--- src/rtl/piano_key_arbiter.sv ---
// Key arbiter for the piano: the most recently pressed key wins and play falls back to the lowest held key.
// A post-release tail, counted in iTick pulses, keeps the note valid while the buzzer decays.
module piano_key_arbiter #(
  parameter int NUM_KEYS   = 8,
  parameter int NOTE_W     = 3,
  parameter int TAIL_TICKS = 5
) (
  input  logic                iClk,
  input  logic                iReset_n,
  input  logic                iTick,
  input  logic [NUM_KEYS-1:0] iKeys,
  output logic [NOTE_W-1:0]   oNote,
  output logic                oNoteValid,
  output logic                oCountEnable,
  output logic                oNoteChange
);

  typedef enum logic [1:0] {
    ST_IDLE = 2'd0,
    ST_PLAY = 2'd1,
    ST_TAIL = 2'd2
  } state_e;

  localparam logic [7:0] TAIL_LAST = 8'(TAIL_TICKS - 1);

  state_e                state_q, state_d;
  logic [NOTE_W-1:0]     note_q, note_d;
  logic                  note_valid_q, note_valid_d;
  logic                  count_en_q, count_en_d;
  logic                  note_change_q, note_change_d;
  logic [NUM_KEYS-1:0]   kprev_q, kprev_d;
  logic [7:0]            tail_cnt_q, tail_cnt_d;
  logic [NUM_KEYS-1:0]   rise_s;

  function automatic logic [NOTE_W-1:0] lowest_idx(input logic [NUM_KEYS-1:0] v);
    logic [NOTE_W-1:0] idx;
    idx = '0;
    for (int i = NUM_KEYS - 1; i >= 0; i--) begin
      if (v[i]) begin
        idx = NOTE_W'(i);
      end
    end
    return idx;
  endfunction

  assign rise_s = iKeys & ~kprev_q;

  always_comb begin
    state_d       = state_q;
    note_d        = note_q;
    note_valid_d  = note_valid_q;
    count_en_d    = count_en_q;
    note_change_d = 1'b0;
    tail_cnt_d    = tail_cnt_q;
    kprev_d       = iKeys;

    case (state_q)
      ST_IDLE: begin
        if (rise_s != '0) begin
          state_d       = ST_PLAY;
          note_d        = lowest_idx(rise_s);
          note_change_d = 1'b1;
          note_valid_d  = 1'b1;
          count_en_d    = 1'b1;
        end else begin
          state_d = ST_IDLE;
        end
      end
      ST_PLAY: begin
        if (rise_s != '0) begin
          note_d        = lowest_idx(rise_s);
          note_change_d = 1'b1;
        end else if (!iKeys[note_q] && (iKeys != '0)) begin
          note_d        = lowest_idx(iKeys);
          note_change_d = 1'b1;
        end else if (iKeys == '0) begin
          state_d    = ST_TAIL;
          tail_cnt_d = 8'd0;
          count_en_d = 1'b0;
        end else begin
          state_d = ST_PLAY;
        end
      end
      ST_TAIL: begin
        // A new press beats tail expiry in the same cycle.
        if (rise_s != '0) begin
          state_d       = ST_PLAY;
          note_d        = lowest_idx(rise_s);
          note_change_d = 1'b1;
          count_en_d    = 1'b1;
        end else if (iTick) begin
          if (tail_cnt_q == TAIL_LAST) begin
            state_d      = ST_IDLE;
            note_valid_d = 1'b0;
          end else begin
            tail_cnt_d = tail_cnt_q + 8'd1;
          end
        end else begin
          state_d = ST_TAIL;
        end
      end
      default: begin
        state_d      = ST_IDLE;
        note_valid_d = 1'b0;
        count_en_d   = 1'b0;
      end
    endcase
  end

  always_ff @(posedge iClk) begin
    if (!iReset_n) begin
      state_q       <= ST_IDLE;
      note_q        <= '0;
      note_valid_q  <= 1'b0;
      count_en_q    <= 1'b0;
      note_change_q <= 1'b0;
      kprev_q       <= '0;
      tail_cnt_q    <= 8'd0;
    end else begin
      state_q       <= state_d;
      note_q        <= note_d;
      note_valid_q  <= note_valid_d;
      count_en_q    <= count_en_d;
      note_change_q <= note_change_d;
      kprev_q       <= kprev_d;
      tail_cnt_q    <= tail_cnt_d;
    end
  end

  assign oNote        = note_q;
  assign oNoteValid   = note_valid_q;
  assign oCountEnable = count_en_q;
  assign oNoteChange  = note_change_q;

endmodule
--- config.mk ---
export PLATFORM = sky130hd
export DESIGN_NAME = piano_key_arbiter
export DESIGN_NICKNAME = d
export VERILOG_FILES = /design/src/rtl/piano_key_arbiter.sv
export SDC_FILE = /design/constraint.sdc
export NUM_CORES = 1
export LEC_CHECK = 0
export BUFFER_PORTS_ARGS = -buffer_cell sky130_fd_sc_hd__buf_4
export CORE_AREA = 2 2 54 56
export CTS_CLUSTER_DIAMETER = 30
export DETAILED_ROUTE_END_ITERATION = 12
export DIE_AREA = 0 0 56 58
export GPL_ROUTABILITY_DRIVEN = 0
export PLACE_DENSITY = 0.73
export SKIP_LAST_GASP = 1
export SYNTH_ARGS = -nofsm -noshare
export SYNTH_HDL_FRONTEND = slang
export SYNTH_SLANG_ARGS = --single-unit
--- constraint.sdc ---
create_clock -name iClk -period 1.8 [get_ports iClk]
set_input_delay 0.18 -clock iClk [delete_from_list [all_inputs] [get_ports iClk]]
set_output_delay 0.18 -clock iClk [all_outputs]
set_load 0.05 [all_outputs]
# Word-level counts from Yosys, hierarchy flattened

Index checks and enable logic that the tools add are counted.

Add/subtract/negate cells: 1
$lt $le $gt $ge: 1
Equal/unequal tests: 14
Multiplexer cells: 50
Bitwise logic cells: 3
Reductions and logical operators: 14

Operators with widths:

| kind                | number |
|---|---|
| $mux 3              | 19 |
| $mux 8              | 6 |
| $ne 2x2->1 const B  | 8 |
| $pmux 8 s2          | 1 |
| $reduce_bool 8->1   | 2 |
| $mux 1              | 12 |
| $mux 2              | 6 |
| $add 8x1->8 const B | 1 |
| $and 8x8->8         | 1 |
| $eq 8x3->1 const B  | 1 |
| $logic_not 8->1     | 1 |
| $not 8->8           | 1 |
| $reduce_and 7->1    | 1 |
| $pmux 2 s3          | 1 |
| $pmux 3 s2          | 1 |
| $reduce_and 3->1    | 2 |
| $reduce_and 5->1    | 1 |
| $lt 3x4->1 const B  | 1 |
| $ne 4x4->1 const B  | 1 |
| $pmux 1 s2          | 2 |
| $reduce_and 4->1    | 1 |
| $reduce_bool 2->1   | 2 |
| $bmux 1 s3          | 1 |
| $ne 3x3->1 const B  | 1 |
| other kinds (9)     | 9 |

Register bits: 24
Input bits: 11
Output and inout bits: 6
Logic and storage cells: 90

# Longest topological paths before layout

Gate-level depths: netlist of the first run.

Depth after elaboration: 12
Gate-level depth with buffers: 7
Depth with buffers taken out: 7

# Least setup slack after synthesis of the first run

OpenSTA, ideal clock, no wires.

Kind: reg-to-reg
Start point: register note_q[0] (netlist: oNote[0])
End point: register note_change_q (netlist: oNoteChange)
Setup time: 0.080 ns
Data arrival time: 2.149 ns
Data required time: 1.720 ns
Path slack: -0.429 ns
Cell stages (with the launch flop): 6
Buffers on the path: 0
Period minus slack after synthesis: 2.229 ns
Cell sequence: dfxtp_1 mux4_2 nor2b_1 a2111oi_2 or2_1 nor3b_1

Cells in the longest elaborated chain, start to end: 7

RTL lines:

| element                      | RTL line | source |
|---|---|---|
| start, declared              | 27       | `logic [NOTE_W-1:0] note_q, note_d;` |
| start signal, assigned       | 121      | `note_q <= note_d;` |
| $bmux 1 s3                   | 73       | `end else if (!iKeys[note_q] && (iKeys != '0)) begin` |
| $mux 1 (implied by the code) | 73       |  |
| $logic_not 1->1              | 73       |  |
| $logic_and 1x1->1            | 73       |  |
| $mux 1                       | 73       |  |
| $mux 1                       | 70       | `if (rise_s != '0) begin` |
| $pmux 1 s2                   | 57       | `case (state_q)` |
| end signal, assigned         | 124      | `note_change_q <= note_change_d;` |
| end, declared                | 30       | `logic note_change_q, note_change_d;` |

No other way between the ends. The select of a mux whose other input is x is not followed.
A chain may end at the register's enable or synchronous reset.

# Worst setup path after layout of the first run

Start point: register tail_cnt_q[0]
End point: register tail_cnt_q[0]

Cells in the longest elaborated chain, start to end: 5
Elaborated cells between the ends (all ways): 8
Those cells by class: add/sub: 1; eq/ne: 2; mux: 4; reduce/logical: 1

RTL lines:

| element                | RTL line | source |
|---|---|---|
| start, declared        | 32       | `logic [7:0] tail_cnt_q, tail_cnt_d;` |
| start signal, assigned | 126      | `tail_cnt_q <= tail_cnt_d;` |
| $add 8x1->8            | 96       | `tail_cnt_d = tail_cnt_q + 8'd1;` |
| $mux 8                 | 92       | `if (tail_cnt_q == TAIL_LAST) begin` |
| $mux 8                 | 91       | `end else if (iTick) begin` |
| $mux 8                 | 86       | `if (rise_s != '0) begin` |
| $pmux 8 s2             | 57       |  |

Several ways; a longest one is shown, not always the timed one. The select of a mux whose other input is x is not followed.

==> results of run 1 <==
[layer usage]
| layer | GRT usage (%) | part of all wire (%) |
|---|---|---|
| met1 | 25.3 | 43 |
| met2 | 39.0 | 51 |
| met3 | 3.13 | 4.8 |
| met4 | 8.84 | 0.70 |
| met5 | 0 | 0 |
[synth_stat cells, drive strengths merged, types with 2 or more instances]
library cell | instances | area share, %
nor3b | 2 | 1.1
nand2 | 5 | 1.4
nor2 | 19 | 5.4
nand3 | 2 | 0.76
and2 | 9 | 4.3
clkbuf | 3 | 0.85
o21ai | 11 | 4.2
nand2b | 5 | 2.4
or2 | 2 | 0.95
a211oi | 3 | 1.7
a21oi | 10 | 3.8
mux2i | 2 | 1.5
ha | 2 | 1.9
nor4 | 3 | 2.6
o31ai | 6 | 3.4
o2111ai | 2 | 1.3
nor2b | 9 | 4.4
dfxtp | 24 | 36
or4 | 2 | 1.7
mux4 | 2 | 3.4
nor3 | 2 | 0.76
inv | 7 | 2.0
and3 | 6 | 2.8
[registers in the layout, summed over array words and instances (netlist names)]
| register | flops |
|---|---|
| kprev_q | 8 |
| state_q | 2 |
| oCountEnable | 1 |
| oNote | 3 |
| tail_cnt_q | 8 |
| oNoteValid | 1 |
| oNoteChange | 1 |
[layout by cell type, fill, tap and decap left out, drive strengths merged, types with 3 or more instances in the layout]
cell type  count
and2           9
dfxtp         24
and3           6
nor4           3
nand2          5
inv            7
o31ai          6
nor2b          9
a21oi         10
a211oi         3
buf           41
nor2          19
clkbuf         4
o21ai         11
nand2b         5
[power breakdown]
group	total, mW	internal, mW	switching [mW]
clock network	0.249	0.0864	0.162
registers	0.565	0.551	0.0142
logic	0.227	0.104	0.123
total	1.04	0.741	0.299
[cell type report]
class	count	area (sq um)	area share, %
multi-input combinational	117	881	49.8
tap	31	38.8	2.19
inverter	7	26.3	1.49
clock buffer	4	26.3	1.49
sequential	24	488	27.6
timing repair buffer	41	308	17.4
[cells by family after synthesis]
logic type	count (synthesis)	share of synthesized area [%]
adder cells (fa/ha/maj)	2	1.89
AO/OA/AOI/OAI	41	22.4
AND/OR/NAND/NOR	69	30.8
buffers and inverters	10	2.84
multiplexers	5	5.77
flip-flops	24	36.3
[how the worst min path moves through the flow]
stage | slack (ps) | depth (start not counted) | start | endpoint
after floorplan | 300 | 1 | iKeys[0] | kprev_q[0]
after global placement | 420 | 2 | iKeys[5] | kprev_q[5]
after detailed placement | 440 | 2 | iKeys[5] | kprev_q[5]
after CTS | 110 | 2 | iKeys[5] | kprev_q[5]
after global routing | 100 | 2 | iKeys[5] | kprev_q[5]
final | 110 | 2 | iKeys[5] | kprev_q[5]
[per-stage QoR]
step | hold WS, ps | worst slack [ps] | instances
floorplan | 302 | 2.32 | 151
global placement | 421 | -138 | 218
detailed placement | 438 | -178 | 218
CTS | 105 | -0.0120 | 223
global route | 102 | -29.7 | 224
finish | 108 | 21.4 | 224
[critical path, cell delays in order (launching register included)]
cell and delay (ps):
dfxtp_2 360, inv_2 50, ha_4 140, nor4b_4 120, a311o_1 310, o311a_4 410, mux2_4 280
[what timing repair did]
action                     4_1_cts  5_1_grt
setup endpoints to repair       10       12
resized for setup                9        7
cloned                           0        0
pin swaps                        4        1
buffers inserted                 1        1
==> impl_metrics.json, run 1 <==
{
  "yosysUniqueCellTypes": 41,
  "drive_gt1_share_pct": 36.8,
  "nFillCells": 235,
  "crit_path_start_kind": "register",
  "cp_max_fo": 7,
  "grt_pass1_vias": 1314,
  "cts_tree": "done",
  "synth_flop_cell": "dfxtp_1",
  "final_area_sq_mm": 0.00177,
  "synth_cells": 151,
  "core_region_area_sq_mm": 0.00266,
  "clk_pin_slew_ps": 140,
  "r2r_cells": 6,
  "cts_max_level": 1,
  "p_leak_nw": 0.743,
  "setup_tns_ps": 0,
  "pin_count": 17,
  "dpl_cell_area_sq_mm": 0.00166,
  "cp.arrival_ps": 1980,
  "vdd.ir_drop.worst_v": 0.000504,
  "ys_seq_area_share_pct": 36.3,
  "cp-startpoint": "tail_cnt_q[0]",
  "clock.fmax_mhz": 562,
  "grt_pass1_wl_microns": 5560,
  "fin_nets": 207,
  "drtPass1Iterations": 4,
  "finalSetupViolations": 0,
  "slew_headroom_pct": 78.2,
  "floorplan.rows": 19,
  "crit_path_end": "tail_cnt_q[0]",
  "die_h_microns": 58,
  "start_util_pct": 49.7,
  "antenna_found_initial": 0,
  "finalMaxSlewViolations": 0,
  "n_antenna_cell": 0,
  "via_per_inst": 5.78,
  "synth_warnings": 0,
  "reg2reg_slack_ps": 20,
  "ant_nets": 0,
  "crit_type": "reg2reg",
  "design_power_total_mw": 1.04,
  "die_w_microns": 56,
  "track_usage_pct": 21.4,
  "place_hpwl_microns": 2470,
  "cts-buffers-inserted": 3,
  "period_minus_slack_ps": 1780,
  "syn_avg_cell_area_sq_um": 8.77,
  "grt_max_degree": 18,
  "remaining_drc_errors": 0,
  "rsz0062_at_grt": "yes",
  "clock_path_buffers": 2,
  "outcome": "complete, no violations",
  "r2r_start": "tail_cnt_q[0]",
  "async_flop_share_pct": 0,
  "clk_latency_ps": 310,
  "skew_ps": 11.2,
  "vias": 1295,
  "worst_r2r_endpoint": "tail_cnt_q[0]",
  "grt-ovfl-total": 0,
  "min_period_over_period_pct": 98.8,
  "synth_seq_cells": 24,
  "p_per_area_mw_per_mm2": 589,
  "routedWlPerCell_microns": 14.7,
  "drtIter0Drc": 65,
  "numClockSinks": 24,
  "tightest_slew_ps": 326,
  "ctsHoldBuffers": 0,
  "final_util_pct": 66.4,
  "port_buffers": 16,
  "syn_to_final_growth_pct": 33.6,
  "min_path_type": "in2reg",
  "synth_edf_count": 0,
  "crit_path_end_kind": "register",
  "netlist_area_sq_mm": 0.00132,
  "totalWireLength_microns": 3290,
  "critPathRequiredTime_ps": 2010,
  "die_area_sq_mm": 0.00325,
  "synth_fp_nets": 164,
  "maxCapViolCount": 0,
  "final_hold_viol_count": 0,
  "cts_root_buf": "clkbuf_4"
}
(Power assumes the default switching activity.)
==> run 2: changes to the inputs <==
--- a/config.mk
+++ b/config.mk
@@ -5,13 +5,14 @@
 export SDC_FILE = /design/constraint.sdc
 export NUM_CORES = 1
 export LEC_CHECK = 0
+export ABC_AREA = 1
 export BUFFER_PORTS_ARGS = -buffer_cell sky130_fd_sc_hd__buf_4
-export CORE_AREA = 2 2 54 56
+export CORE_AREA = 2 2 57 59
 export CTS_CLUSTER_DIAMETER = 30
 export DETAILED_ROUTE_END_ITERATION = 12
-export DIE_AREA = 0 0 56 58
+export DIE_AREA = 0 0 59 61
 export GPL_ROUTABILITY_DRIVEN = 0
-export PLACE_DENSITY = 0.73
+export PLACE_DENSITY = 0.72
 export SKIP_LAST_GASP = 1
 export SYNTH_ARGS = -nofsm -noshare
 export SYNTH_HDL_FRONTEND = slang
==> run 2 against run 1 <==
- clock skew decreased by 6.9 ps
- global-route usage decreased by 2.8 points
- synthesized area increased by 12%
- critical path type unchanged
- maximum frequency increased by 18%
==> impl_metrics.json, run 2 <==
{
  "start_util_pct": 50.0,
  "clk_latency_ps": 320,
  "totalWireLength_microns": 3080,
  "critPathRequiredTime_ps": 2030,
  "tightest_slew_ps": 302,
  "path_cells": "inv_1, ha_1, nand3_1, o21ai_2, a21oi_4, nand2_4, a21oi_1, nor2_1",
  "n_antenna_cell": 0,
  "skew_ps": 4.27,
  "grt_pass1_vias": 1261,
  "cpMaxStageDelayCell": "dfxtp_1",
  "floorplan.rows": 20,
  "synth_cells": 239,
  "syn_avg_cell_area_sq_um": 6.18,
  "drtPass1Iterations": 4,
  "synth_edf_count": 0,
  "min_path_cells": 3,
  "cts_tree": "done",
  "clock.fmax_mhz": 662,
  "async_flop_share_pct": 0,
  "synth_flop_cell": "dfxtp_1",
  "finalMaxSlewViolations": 0,
  "final_util_pct": 57.0,
  "min_to": "kprev_q[3]",
  "min_period_over_period_pct": 83.9,
  "clock_path_buffers": 2,
  "synth_seq_cells": 24,
  "setup_tns_ps": 0,
  "yosysUniqueCellTypes": 26,
  "routedWlPerCell_microns": 10.6,
  "min_path_type": "in2reg",
  "track_usage_pct": 18.6,
  "die_h_microns": 61,
  "yosys.area.top_type": "dfxtp_1",
  "ys_seq_area_share_pct": 32.5,
  "vdd.ir_drop.worst_v": 0.000354,
  "ant_nets": 0,
  "hold_path.startpoint": "iKeys[3]",
  "place_hpwl_microns": 2360,
  "finalSetupViolations": 0,
  "slew_headroom_pct": 79.8,
  "ctsHoldBuffers": 0,
  "crit_path_end_kind": "register",
  "drive_gt1_share_pct": 16.7,
  "cp_num_buf_inv": 1,
  "cp_max_fo": 8,
  "layout_commonest_cell": "nand2_1",
  "crit_type": "reg2reg",
  "syn_to_final_growth_pct": 13.9,
  "outcome": "complete, no violations",
  "crit_path_start_kind": "register",
  "core_region_area_sq_mm": 0.00295,
  "synth_most_common_cell": "nand2_1",
  "cp_top_family": "compound AO/OA/AOI/OAI gates",
  "die_area_sq_mm": 0.00360,
  "numClockSinks": 24,
  "design_power_total_mw": 1.29,
  "die_w_microns": 59,
  "maxCapViolCount": 0,
  "yosysTopAreaCellShare_pct": 32.5,
  "cts-buffers-inserted": 3,
  "clk_pin_slew_ps": 130,
  "period_minus_slack_ps": 1510,
  "p_per_area_mw_per_mm2": 766,
  "drtIter0Drc": 76,
  "grt_pass1_wl_microns": 5160,
  "cp.arrival_ps": 1740,
  "port_buffers": 16,
  "grt-ovfl-total": 0,
  "remaining_drc_errors": 0,
  "r2r_start": "tail_cnt_q[0]",
  "antenna_found_initial": 0,
  "synth_common_cells": "nand2_1 (73), inv_1 (41), nor2_1 (29)",
  "reg2reg_slack_ps": 290,
  "cts_resized": 0,
  "final_cell_mix": "nand2_1 (73), inv_1 (41), nor2_1 (29)",
  "synth_fp_nets": 252,
  "netlist_area_sq_mm": 0.00148,
  "final_hold_viol_count": 0,
  "fin_nets": 271,
  "rsz0062_at_grt": "no",
  "critPathMaxStageDelay_ps": 400,
  "cts_root_buf": "clkbuf_4",
  "vias": 1391,
  "cts_max_level": 1,
  "via_per_inst": 4.80,
  "path_depth": 8,
  "synth_warnings": 0,
  "p_leak_nw": 0.877,
  "r2r_cells": 8,
  "pin_count": 17,
  "grt_max_degree": 21,
  "worst_r2r_endpoint": "tail_cnt_q[1]",
  "synth_top_cells_by_area": "dfxtp_1 (33%), nand2_1 (19%), inv_1 (10%)",
  "post_cts_buffers": 0
}
[run 2: cell types whose count changed after synthesis, moves of 5 or more]
| cell | previous run | this run |
|---|---|---|
| nand2_2 | 0 | 5 |
| nand2b_1 | 5 | 0 |
| nor2_2 | 0 | 7 |
| and2_1 | 8 | 0 |
| and3_1 | 6 | 0 |
| inv_1 | 7 | 41 |
| nor2b_1 | 8 | 0 |
| o31ai_1 | 6 | 0 |
| nor2_1 | 19 | 29 |
| nand2_1 | 5 | 73 |
| nand3_1 | 2 | 24 |
[run 2: metal layers]
layer	routed length, microns	GRT usage (%)	vias up
li1	-	-	764
met1	1510	22.7	601
met2	1460	32.9	21
met3	79	2.35	5
met4	40	8.12	0
met5	0	0	-
[run 2: layout make-up]
cell class	instances	area [sq um]
clock buffers	3	22.5
clock inverters	1	30.0
fillers	303	1270
inverters	44	166
multi-input cells	169	822
flip-flops and latches	24	480
well taps	33	41.3
repair buffers	16	120
[run 2: worst reg2reg max path, delay by kind of cell (launching register included)]
family | cells | cell delay, ps
adder cells (fa/ha/maj) | 1 | 190
buffers and inverters | 1 | 80
flip-flops | 1 | 400
AND/OR/NAND/NOR | 3 | 250
AO/OA/AOI/OAI | 3 | 510
[run 2: worst max-delay path by stage]
stage	from	to	slack, ps
3_5_place_dp	tail_cnt_q[0]	tail_cnt_q[1]	330
2_1_floorplan	oNote[0]	oNote[0]	200
6_report	tail_cnt_q[0]	tail_cnt_q[1]	290
5_1_grt	tail_cnt_q[0]	tail_cnt_q[6]	100
4_1_cts	tail_cnt_q[0]	tail_cnt_q[2]	290
3_3_place_gp	tail_cnt_q[0]	tail_cnt_q[1]	370
[run 2: where the power goes]
part           total [mW]  internal [mW]  switching [mW]
clock network       0.395          0.225           0.169
logic               0.299          0.102           0.197
registers           0.596          0.567          0.0289
total                1.29          0.895           0.395
[run 2: stage by stage]
stage | cell area [sq um] | cells | hold slack (ps) | setup slack, ps
finish | 1680 | 290 | 71.8 | 290
global route | 1680 | 290 | 66.9 | 99.6
CTS | 1680 | 290 | 61.4 | 295
detailed placement | 1630 | 286 | 410 | 328
global placement | 1630 | 286 | 399 | 374
floorplan | 1480 | 239 | 273 | 205
[run 2: cells by family after synthesis]
logic type / Yosys count / synth area share [%]
flops: 24 / 32.5
fa+ha+maj: 2 / 1.69
compound gates: 17 / 7.88
simple gates: 150 / 46.1
buf+inv: 46 / 11.9
==> run 3: changes to the inputs <==
==> constraint.sdc (replaced) <==
create_clock -name iClk -period 1.3 [get_ports iClk]
set_input_delay 0.13 -clock iClk [delete_from_list [all_inputs] [get_ports iClk]]
set_output_delay 0.13 -clock iClk [all_outputs]
set_load 0.05 [all_outputs]
==> run 3 against run 2 <==
- count of clock-buffer cells in the layout grew 1
- worst setup slack got worse by 420 ps
- critical path depth grew 1
- sequential share of layout area is 5.8 points lower
- the flow now finishes with violations (negative setup slack)
- final cell count is 14% higher
- clock power rose by 21%
- register-to-register slack worse by 420 ps
- total power is 49% higher
==> impl_metrics.json, run 3 (synthesis gave the netlist of run 2 again) <==
{
  "nFillCells": 236,
  "p_sw_share_pct": 33.1,
  "via_per_inst": 4.99,
  "track_usage_pct": 22.9,
  "finalMaxSlewViolations": 0,
  "final_cells": 330,
  "final_cell_mix": "nand2_1 (65), buf_4 (51), inv_1 (36)",
  "cp-startpoint": "tail_cnt_q[0]",
  "p_clk_share_pct": 24.8,
  "pin_count": 17,
  "combPwrFrac_pct": 31.6,
  "ant_nets": 0,
  "port_buffers": 16,
  "design_power_total_mw": 1.93,
  "regArea_sq_um": 507,
  "vias": 1647,
  "numClockSinks": 24,
  "rsz0062_at_grt": "yes",
  "period_minus_slack_ps": 1430,
  "core_region_area_sq_mm": 0.00295,
  "place_hpwl_microns": 2500,
  "placedCellCount": 311,
  "finalSetupViolations": 10,
  "syn_to_final_growth_pct": 50.8,
  "die_w_microns": 59,
  "setup_tns_ps": -839,
  "die_area_sq_mm": 0.00360,
  "intPower_mw": 1.29,
  "outcome": "finished, violations left",
  "grt-ovfl-total": 0,
  "power.switching_mw": 0.638,
  "min_path_type": "in2reg",
  "clk_latency_ps": 330,
  "r2r_start": "tail_cnt_q[0]",
  "n_antenna_cell": 0,
  "totalWireLength_microns": 3980,
  "cts-buffers-inserted": 3,
  "p_per_area_mw_per_mm2": 864,
  "floorplan.rows": 20,
  "antenna_found_initial": 0,
  "cts_root_buf": "clkbuf_4",
  "drtPass1Iterations": 4,
  "cts_tree": "done",
  "vdd.ir_drop.worst_v": 0.000620,
  "p_leak_nw": 1.10,
  "clock.fmax_mhz": 699,
  "grt_pass1_wl_microns": 6310,
  "crit_path_end_kind": "register",
  "drive_gt1_share_pct": 43.8,
  "crit_path_start_kind": "register",
  "routedWlPerCell_microns": 12.1,
  "maxCapViolCount": 0,
  "die_h_microns": 61,
  "grt_max_degree": 21,
  "drtIter0Drc": 47,
  "cp.arrival_ps": 1700,
  "hold_path.startpoint": "iKeys[6]",
  "start_util_pct": 50.0,
  "crit_type": "reg2reg",
  "seqPwrFrac_pct": 43.6,
  "violations": "negative setup slack",
  "cts_max_level": 1,
  "cp_max_fo": 3,
  "skew_ps": 11.7,
  "multi_input_area_sq_mm": 0.00101,
  "setup_slack_ps": -131,
  "fin_nets": 311,
  "clk_pin_slew_ps": 140,
  "min_period_over_period_pct": 110,
  "slew_headroom_pct": 83.0,
  "remaining_drc_errors": 0,
  "tightest_slew_ps": 253,
  "layout_commonest_cell": "nand2_1",
  "grt_pass1_vias": 1521,
  "final_hold_viol_count": 0,
  "clock_path_buffers": 2,
  "critPathRequiredTime_ps": 1570
}
run 3: repair_timing:
| item | CTS | global route |
|---|---|---|
| setup buffers | 7 | 7 |
| hold buffers | 1 | 0 |
| setup endpoints to repair | 12 | 15 |
| resized for setup | 32 | 33 |
| cloned | 1 | 0 |
| pin swaps | 14 | 22 |
| hold endpoints to repair | 1 | 0 |
run 3: power groups by stage:
stage	clock [mW]	sequential, mW	combinational, mW
finish	0.478	0.839	0.610
global route	0.526	0.846	0.666
CTS	0.488	0.833	0.553
detailed placement	0	0.843	0.474
global placement	0	0.842	0.469
floorplan	0	0.900	0.245
run 3: layout make-up:
type | count | share of cell area, %
Inverter | 44 | 8.20
Sequential cell | 24 | 22.7
Clock buffer | 4 | 2.13
Timing Repair Buffer | 55 | 19.9
Multi-Input combinational cell | 170 | 45.1
Tap cell | 33 | 1.85
run 3: metrics by stage:
| step | area (sq um) | utilization, % | hold slack (ps) | setup WS [ps] |
|---|---|---|---|---|
| 4_1_cts | 2060 | 69.7 | 1.71 | -75.6 |
| 5_1_grt | 2230 | 75.5 | 14.4 | -232 |
| 6_report | 2230 | 75.5 | 1.94 | -131 |
| 3_3_place_gp | 1830 | 61.9 | 340 | -65.1 |
| 3_5_place_dp | 1830 | 61.9 | 344 | -85.7 |
| 2_1_floorplan | 1490 | - | 223 | -0.961 |
run 3: metal layers:
metal	up-vias	GRT usage, %	share of wire [%]	routed length (microns)
li1	845	-	-	-
met1	744	26.2	43	1720
met2	46	43.8	51	2020
met3	12	3.84	3.8	153
met4	0	6.17	1.9	77
met5	-	0	0	0
run 3: final timing paths:
check	to	slack (ps)	depth (start not counted)
worst min register to register	oCountEnable	480	2
worst max-delay path	tail_cnt_q[6]	-130	9
worst max register to register	tail_cnt_q[6]	-130	9
worst min-delay path	kprev_q[6]	2	3
run 3: critical path, stage by stage (launching register included):
cell	delay, ps
dfxtp_4	410
ha_4	150
nand3_2	110
nor2_4	140
nand2_1	60
nand2_1	70
nand2_1	70
nor2_1	130
nand3_1	90
a21oi_1	140
